$ cat config.mk
export PLATFORM = sky130hd
export DESIGN_NAME = alu_seq
export DESIGN_NICKNAME = d
export VERILOG_FILES = /design/src/rtl/alu_seq.sv
export SDC_FILE = /design/constraint.sdc
export NUM_CORES = 1
export LEC_CHECK = 0
export BUFFER_PORTS_ARGS = -buffer_cell sky130_fd_sc_hd__buf_2
export CORE_AREA = 4 4 121 123
export CTS_CLUSTER_DIAMETER = 50
export DETAILED_ROUTE_END_ITERATION = 16
export DIE_AREA = 0 0 125 127
export GPL_ROUTABILITY_DRIVEN = 0
export GPL_TIMING_DRIVEN = 0
export PLACE_DENSITY = 0.74
export SLEW_MARGIN = 15
export SYNTH_ARGS = -nofsm -noshare
export SYNTH_HDL_FRONTEND = slang
export SYNTH_SLANG_ARGS = --single-unit
$ cat constraint.sdc
create_clock -name clk -period 6 [get_ports clk]
set_clock_uncertainty 0.2 [all_clocks]
set_input_delay 0.6 -clock clk [delete_from_list [all_inputs] [get_ports clk]]
set_output_delay 0.6 -clock clk [all_outputs]
set_load 0.005 [all_outputs]
$ cat src/rtl/alu_seq.sv
// Sequential multi-cycle ALU: single-cycle logic/arithmetic ops, bit-serial rotate, optional shift-add multiply.
// Define ALU_SEQ_MUL_EN to build the iterative multiplier (op 1001); otherwise 1001 is a NOP and result_hi is 0.
module alu_seq #(
    parameter int WIDTH = 16,
    parameter int SHW   = $clog2(WIDTH)
) (
    input  logic             clk,
    input  logic             rst_n,
    input  logic             start,
    input  logic [3:0]       op_select,
    input  logic [WIDTH-1:0] AC,
    input  logic [WIDTH-1:0] DR,
    input  logic             E,
    output logic [WIDTH-1:0] result,
    output logic [WIDTH-1:0] result_hi,
    output logic             CO,
    output logic             OVF,
    output logic             N,
    output logic             Z,
    output logic             busy,
    output logic             done
);

    localparam int CW   = $clog2(WIDTH + 1);
    localparam int CNTW = (SHW > CW) ? SHW : CW;

    localparam logic [3:0] OP_ADD = 4'b0001;
    localparam logic [3:0] OP_AND = 4'b0010;
    localparam logic [3:0] OP_TRF = 4'b0011;
    localparam logic [3:0] OP_CMP = 4'b0100;
    localparam logic [3:0] OP_SHR = 4'b0101;
    localparam logic [3:0] OP_SHL = 4'b0110;
    localparam logic [3:0] OP_SUB = 4'b0111;
    localparam logic [3:0] OP_ROR = 4'b1000;
`ifdef ALU_SEQ_MUL_EN
    localparam logic [3:0] OP_MUL = 4'b1001;
`endif

    typedef enum logic [1:0] {IDLE, RUN, FIN} state_t;

    state_t            state_reg, state_next;
    logic [3:0]        op_reg;
    logic [WIDTH-1:0]  ac_reg, dr_reg, work_reg;
    logic              e_reg;
    logic [CNTW-1:0]   cnt_reg;
    logic [WIDTH-1:0]  result_reg;
    logic              co_reg, ovf_reg, n_reg, z_reg;

    logic              finish, upd;
    logic [WIDTH-1:0]  res_val;
    logic              co_val, ovf_val;
    logic [WIDTH:0]    add_sum, sub_sum;
    logic [WIDTH-1:0]  rot1;

    assign add_sum = {1'b0, ac_reg} + {1'b0, dr_reg} + {{WIDTH{1'b0}}, e_reg};
    assign sub_sum = {1'b0, ac_reg} + {1'b0, ~dr_reg} + {{WIDTH{1'b0}}, 1'b1};
    assign rot1    = {work_reg[0], work_reg[WIDTH-1:1]};

`ifdef ALU_SEQ_MUL_EN
    // work_reg is the running high half; mlo_reg shifts the multiplier out and the low product in
    logic [WIDTH-1:0] hi_reg, hi_val, mlo_reg;
    logic [WIDTH:0]   mul_sum;
    logic [WIDTH-1:0] mul_hi_step, mul_lo_step;

    assign mul_sum     = {1'b0, work_reg} + (mlo_reg[0] ? {1'b0, ac_reg} : {(WIDTH+1){1'b0}});
    assign mul_hi_step = mul_sum[WIDTH:1];
    assign mul_lo_step = {mul_sum[0], mlo_reg[WIDTH-1:1]};
    assign result_hi   = hi_reg;
`else
    assign result_hi   = '0;
`endif

    assign result = result_reg;
    assign CO     = co_reg;
    assign OVF    = ovf_reg;
    assign N      = n_reg;
    assign Z      = z_reg;

    always_ff @(posedge clk or negedge rst_n) begin
        if (!rst_n) state_reg <= IDLE;
        else        state_reg <= state_next;
    end

    always_comb begin
        state_next = state_reg;
        busy       = 1'b0;
        done       = 1'b0;
        finish     = 1'b1;
        if (op_reg == OP_ROR) finish = (cnt_reg <= CNTW'(1));
`ifdef ALU_SEQ_MUL_EN
        if (op_reg == OP_MUL) finish = (cnt_reg == CNTW'(1));
`endif
        case (state_reg)
            IDLE: if (start) state_next = RUN;
            RUN: begin
                busy = 1'b1;
                if (finish) state_next = FIN;
            end
            FIN: begin
                busy       = 1'b1;
                done       = 1'b1;
                state_next = IDLE;
            end
            default: state_next = IDLE;
        endcase
    end

    always_comb begin
        upd     = 1'b1;
        res_val = result_reg;
        co_val  = co_reg;
        ovf_val = 1'b0;
`ifdef ALU_SEQ_MUL_EN
        hi_val  = '0;
`endif
        case (op_reg)
            OP_ADD: begin
                res_val = add_sum[WIDTH-1:0];
                co_val  = add_sum[WIDTH];
                ovf_val = (ac_reg[WIDTH-1] == dr_reg[WIDTH-1]) && (add_sum[WIDTH-1] != ac_reg[WIDTH-1]);
            end
            OP_AND: res_val = ac_reg & dr_reg;
            OP_TRF: res_val = dr_reg;
            OP_CMP: res_val = ~ac_reg;
            OP_SHR: begin
                res_val = {e_reg, ac_reg[WIDTH-1:1]};
                co_val  = ac_reg[0];
            end
            OP_SHL: begin
                res_val = {ac_reg[WIDTH-2:0], e_reg};
                co_val  = ac_reg[WIDTH-1];
            end
            OP_SUB: begin
                res_val = sub_sum[WIDTH-1:0];
                co_val  = sub_sum[WIDTH];
                ovf_val = (ac_reg[WIDTH-1] != dr_reg[WIDTH-1]) && (sub_sum[WIDTH-1] != ac_reg[WIDTH-1]);
            end
            // a zero count finishes without rotating
            OP_ROR: res_val = (cnt_reg == '0) ? work_reg : rot1;
`ifdef ALU_SEQ_MUL_EN
            OP_MUL: begin
                res_val = mul_lo_step;
                hi_val  = mul_hi_step;
                co_val  = |mul_hi_step;
            end
`endif
            default: upd = 1'b0;
        endcase
    end

    always_ff @(posedge clk or negedge rst_n) begin
        if (!rst_n) begin
            op_reg     <= '0;
            ac_reg     <= '0;
            dr_reg     <= '0;
            e_reg      <= 1'b0;
            work_reg   <= '0;
            cnt_reg    <= '0;
            result_reg <= '0;
            co_reg     <= 1'b0;
            ovf_reg    <= 1'b0;
            n_reg      <= 1'b0;
            z_reg      <= 1'b0;
`ifdef ALU_SEQ_MUL_EN
            hi_reg     <= '0;
            mlo_reg    <= '0;
`endif
        end else if (state_reg == IDLE && start) begin
            op_reg   <= op_select;
            ac_reg   <= AC;
            dr_reg   <= DR;
            e_reg    <= E;
            work_reg <= AC;
            cnt_reg  <= CNTW'(DR[SHW-1:0]);
`ifdef ALU_SEQ_MUL_EN
            mlo_reg  <= DR;
            if (op_select == OP_MUL) begin
                work_reg <= '0;
                cnt_reg  <= CNTW'(WIDTH);
            end
`endif
        end else if (state_reg == RUN) begin
            if (!finish) begin
                cnt_reg <= cnt_reg - CNTW'(1);
                if (op_reg == OP_ROR) work_reg <= rot1;
`ifdef ALU_SEQ_MUL_EN
                if (op_reg == OP_MUL) begin
                    work_reg <= mul_hi_step;
                    mlo_reg  <= mul_lo_step;
                end
`endif
            end else if (upd) begin
                result_reg <= res_val;
                co_reg     <= co_val;
                ovf_reg    <= ovf_val;
                n_reg      <= res_val[WIDTH-1];
                z_reg      <= (res_val == '0);
`ifdef ALU_SEQ_MUL_EN
                hi_reg     <= hi_val;
`endif
            end
        end
    end

endmodule

Word level (Yosys, flattened, before mapping)

Cells that the tools add are included.

Logic and storage cells: 73
Flip-flop bits (word level): 80
Output and inout bits: 38
Input port bits: 40

Add/sub/neg operators: 5
$lt $le $gt $ge: 1
Equality and inequality tests: 17
Bitwise logic cells: 4
Reduce and logical (&&, ||, !) cells: 16
Mux-type cells: 18

Operator list:

| kind                  | count |
|---|---|
| $pmux 16 s8           | 1 |
| $mux 16               | 5 |
| $add 16x16->17        | 2 |
| $not 16->16           | 2 |
| $add 17x1->17         | 1 |
| $add 17x1->17 const B | 1 |
| $and 16x16->16        | 1 |
| $eq 4x3->1 const B    | 4 |
| $logic_not 16->1      | 1 |
| $mux 5                | 3 |
| $eq 4x2->1 const B    | 2 |
| $reduce_or 8->1       | 1 |
| $le 5x1->1 const B    | 1 |
| $logic_not 5->1       | 1 |
| $reduce_and 5->1      | 1 |
| $sub 5x1->5 const B   | 1 |
| $eq 4x1->1 const B    | 1 |
| $eq 4x4->1 const B    | 1 |
| $mux 1                | 4 |
| $mux 2                | 2 |
| $ne 2x2->1 const B    | 2 |
| $pmux 1 s4            | 1 |
| $pmux 2 s2            | 1 |
| $reduce_and 2->1      | 2 |
| other kinds (14)      | 19 |

Logic depth before layout (Yosys ltp)

Depth after elaboration: 6
Gate-level depth with buffers: 12
Depth with buffers taken out: 12

Least setup slack after synthesis

OpenSTA, ideal clock, no wires.

Kind: reg-to-reg
Start point: register ac_reg[0]
End point: register z_reg, in the netlist Z
Data required time: 5.705 ns
Library setup time: 0.095 ns
Cell stages (with the launch flop): 12
Arrival: 3.072 ns
Period minus slack after synthesis: 3.368 ns
Slack: 2.632 ns
Cell sequence: dfrtp_1 > fa_1 > fa_1 > nor2b_1 > o221ai_1 > nand3b_1 > a311oi_1 > o31ai_1 > a211oi_1 > a31oi_1 > a221o_1 > o31ai_1

Cells in the longest elaborated chain, start to end: 4
Elaborated cells between the ends (all ways): 8
Those cells by class: 4 x add/sub; 1 x mux; 2 x bitwise; 1 x reduce/logical

Ends and longest elaborated chain:

| item                              | line   | RTL |
|---|---|---|
| from (decl)                       | 43     | `logic [WIDTH-1:0] ac_reg, dr_reg, work_reg;` |
| from (signal assigned)            | 154    | `ac_reg <= '0;` |
| from (signal assigned)            | 170    | `ac_reg <= AC;` |
| $add 16x16->17 (on tied branches) | 56, 55 |  |
| $add 17x1->17 (on tied branches)  | 56, 55 |  |
| $pmux 16 s8 *                     | 116    | `case (op_reg)` |
| $logic_not 16->1 *                | 197    | `z_reg <= (res_val == '0);` |
| to (signal assigned)              | 197    |  |
| to (decl)                         | 47     | `logic co_reg, ovf_reg, n_reg, z_reg;` |

Mark *: on every way between the ends. The rest lies on a longest branch, timed or not.
A chain may end at the register's enable or synchronous reset.

Worst setup path in the final report

Ends and elaborated chain as after synthesis.

==> impl_metrics.env <==
export IMPL_run_status="complete, no violations"
export IMPL_synthesis_area_per_instance_sq_um=7.73
export IMPL_cts_repair_timing_setup_buffer_count=0
export IMPL_cts_reportedPaths_clkPinSlew_ns=0.06
export IMPL_maxCapViolCount=0
export IMPL_hold_path_class="in2reg"
export IMPL_setup_viol_count_final=0
export IMPL_tritoncts="done"
export IMPL_synth_main_ff_cell="dfrtp_1"
export IMPL_cpPeakStageDelay_ns=0.51
export IMPL_number_of_flops_mapped_to_enable_cells_by_yosys=0
export IMPL_die_height_um=127
export IMPL_clock_fmax_mhz=252
export IMPL_design_die_area_sq_um=15900
export IMPL_number_of_placement_rows=43
export IMPL_layout_min_cycle_time_ns=3.97
export IMPL_timing_critical_path_buf_inv=0
export IMPL_grt_max_degree=58
export IMPL_avgViaCountPerCell=6.14
export IMPL_cp_required_ns=6.06
export IMPL_rsz0062_at_grt="false"
export IMPL_synth_warnings=0
export IMPL_final_cells=1135
export IMPL_synthesis_instances=862
export IMPL_floorplan_core_area_sq_um=13700
export IMPL_setup_worst_path_start_class="flip-flop"
export IMPL_timing_final_hold_violations=0
export IMPL_criticalPathCategory="reg2reg"
export IMPL_synth_async_reset_ratio_pct=100
export IMPL_postSynthRegisterBits=79
export IMPL_cts_htree_levels=3
export IMPL_floorplan_initialDensity_pct=48.8
export IMPL_first_pass_iters=7
export IMPL_min_period_over_period_pct=66.2
export IMPL_count_of_cell_types_in_the_netlist=74
export IMPL_drt_drc_violations_left=0
export IMPL_detail_route_iter0_violations=942
export IMPL_final_layout_size_suffix_gt1_share_pct=13.0
export IMPL_whs_path_depth=3
export IMPL_die_w_um=125
export IMPL_placement_setup_worst_slack_ns=2.15
export IMPL_cts_stage_hold_buffer_count=1
export IMPL_tritoncts_num_sinks=79
export IMPL_grt_pass1_wl_um=35100
export IMPL_timing_critical_path_to_type="flip-flop"
export IMPL_globalRouteTotalUtil_pct=27.8
export IMPL_crit_path_cell_trace="fa_1, fa_1, nor2b_1, o221ai_1, nand3b_1, a311oi_1, o31ai_1, a211oi_1, a31oi_1, a221o_1, o31ai_1"
export IMPL_clk_insertion_delay_late_ns=0.36
export IMPL_regToRegSetupSlack_ns=2.03
export IMPL_wl_final_um=22400
export IMPL_yosysTopAreaCell="dfrtp_1"
export IMPL_mostFrequentLayoutCells="141 x nand2_1, 97 x o21ai_0, 79 x dfrtp_1"
export IMPL_wl_per_cell_um=19.8
export IMPL_hold_path_end="op_reg[3]$_DFFE_PN0P_"
export IMPL_dp_cells=1119
export IMPL_finish_net_count=1032
export IMPL_clockRootBuffer="clkbuf_16"
export IMPL_postRouteAntennaNets=0
export IMPL_final_max_slew_violation_count=0
export IMPL_hp_start="op_select[3]"
export IMPL_worst_slew_margin_rel_pct=25.6
export IMPL_grt_overflow_total=0
export IMPL_route_vias_total=6969
export IMPL_clockBufferDepth=2
export IMPL_setup_tns_final_ns=0
export IMPL_leakagePower_nw=3.58
export IMPL_holdWs_ns=0.233
export IMPL_worstReg2RegEnd="Z$_DFFE_PN0P_"
export IMPL_grt_pass1_vias=6540
export IMPL_vdd_drop_max_v=0.000283
export IMPL_flow_area_growth_from_synthesis_pct=14.4
export IMPL_critical_path_slowest_cell="fa_1"
export IMPL_number_of_cts_inserted_buffers=9
export IMPL_critical_path_data_arrival_time_ns=4.04
export IMPL_detailed_place_hpwl_um=16900
export IMPL_worst_path_max_fanout=6
export IMPL_power_density_nw_per_um2=691
export IMPL_synth_area_leaders="dfrtp_1 30%, nand2_1 7.9%, o21ai_0 7.3%"
export IMPL_yosys_area_top_type_share_pct=29.7
export IMPL_worst_r2r_cell_count=11
export IMPL_regToRegStartpoint="ac_reg[0]$_DFFE_PN0P_"
export IMPL_final_common_cell="nand2_1"
export IMPL_floorplan_io_pins=78
export IMPL_syn_area_sq_um=6670
export IMPL_worst_path_dominant_cell_family="compound AO/OA/AOI/OAI gates"
export IMPL_timing_worst_slew_pin_value_ns=1.11
export IMPL_ys_seq_area_share_pct=29.7
export IMPL_post_cts_resize_count=0
export IMPL_worst_slack_ns=2.03
export IMPL_grt_antenna_before_repair=0
export IMPL_insertedDiodeCount=0
export IMPL_numPortBuffers=61
[worst max path at each step]
stage,startpoint,end,slack [ns],depth (start not counted)
after global routing,ac_reg[0]$_DFFE_PN0P_,Z$_DFFE_PN0P_,1.84,11
after CTS,ac_reg[0]$_DFFE_PN0P_,Z$_DFFE_PN0P_,2.12,11
final,ac_reg[0]$_DFFE_PN0P_,Z$_DFFE_PN0P_,2.03,11
after global placement,ac_reg[0]$_DFFE_PN0P_,Z$_DFFE_PN0P_,2.11,11
after floorplan,ac_reg[0]$_DFFE_PN0P_,Z$_DFFE_PN0P_,2.63,11
after detailed placement,ac_reg[0]$_DFFE_PN0P_,Z$_DFFE_PN0P_,2.15,11
[per-stage QoR]
step / utilization [%] / total power, mW / cell area (sq um)
2_1_floorplan: - / 3.48 / 6720
3_3_place_gp: 53.1 / 4.42 / 7250
3_5_place_dp: 53.3 / 4.48 / 7280
4_1_cts: 55.8 / 5.13 / 7620
5_1_grt: 55.8 / 5.63 / 7620
6_report: 55.8 / 5.26 / 7620
[worst min-delay path: cells and delay by family]
kind | cells | cell delay [ns]
buffers and inverters | 1 | 0.07
AND/OR/NAND/NOR | 2 | 0.08
[per-layer routing]
layer	vias up	wire length, um	GRT usage, %
li1	3226	-	-
met1	3210	9180	36.7
met2	443	9670	42.8
met3	90	2580	7.61
met4	0	1010	12.7
met5	-	0	0
[cells by family after synthesis]
logic type               Yosys count  synth area share [%]
adder cells (fa/ha/maj)           41                  8.03
AND/OR/NAND/NOR                  291                  20.3
flip-flops                        79                  29.7
buffers and inverters            124                  8.11
XOR/XNOR                           9                  1.18
AO/OA/AOI/OAI                    280                  26.8
multiplexers                      37                  5.89
other                              1                0.0563
[where the power goes]
part	switching [mW]	leakage, nW	internal, mW
sequential	0.337	0.979	0.788
clock	0.242	0.162	0.387
combinational	2.20	2.44	1.31
[area by class of cell]
class                      count  area, sq um
clock inverter                 4         77.6
tap                          180          225
clock buffer                  11          253
timing repair buffer          63          345
fill                        1339         6040
sequential                    79         1980
buffer                        73          349
inverter                      51          191
multi-input combinational    674         4210
[cell usage after synthesis (4+ instances only)]
cell and instances:
nand2_1 141, o21ai_0 97, dfrtp_1 79, a21oi_1 59, inv_1 50, nor2_1 49
clkbuf_1 39, ha_1 38, mux2i_1 28, buf_4 17, nor3_1 17, nor2b_1 16
nand2b_1 12, nand3_1 12, a211oi_1 11, a31oi_1 9, buf_2 9, o22ai_1 9
buf_1 8, mux2_2 8, nor4_1 8, a21o_1 7, xnor2_1 7, a22o_1 6
a22oi_1 6, and2_1 6, o211ai_1 6, or3_1 6, a221o_1 5, a221oi_1 5
o21a_1 5, or2_2 5, a211o_1 4, a311oi_1 4, and3_1 4, o21bai_1 4
o221ai_1 4, o31a_1 4, o31ai_1 4
Note: power is estimated with default switching activity, not from simulation.
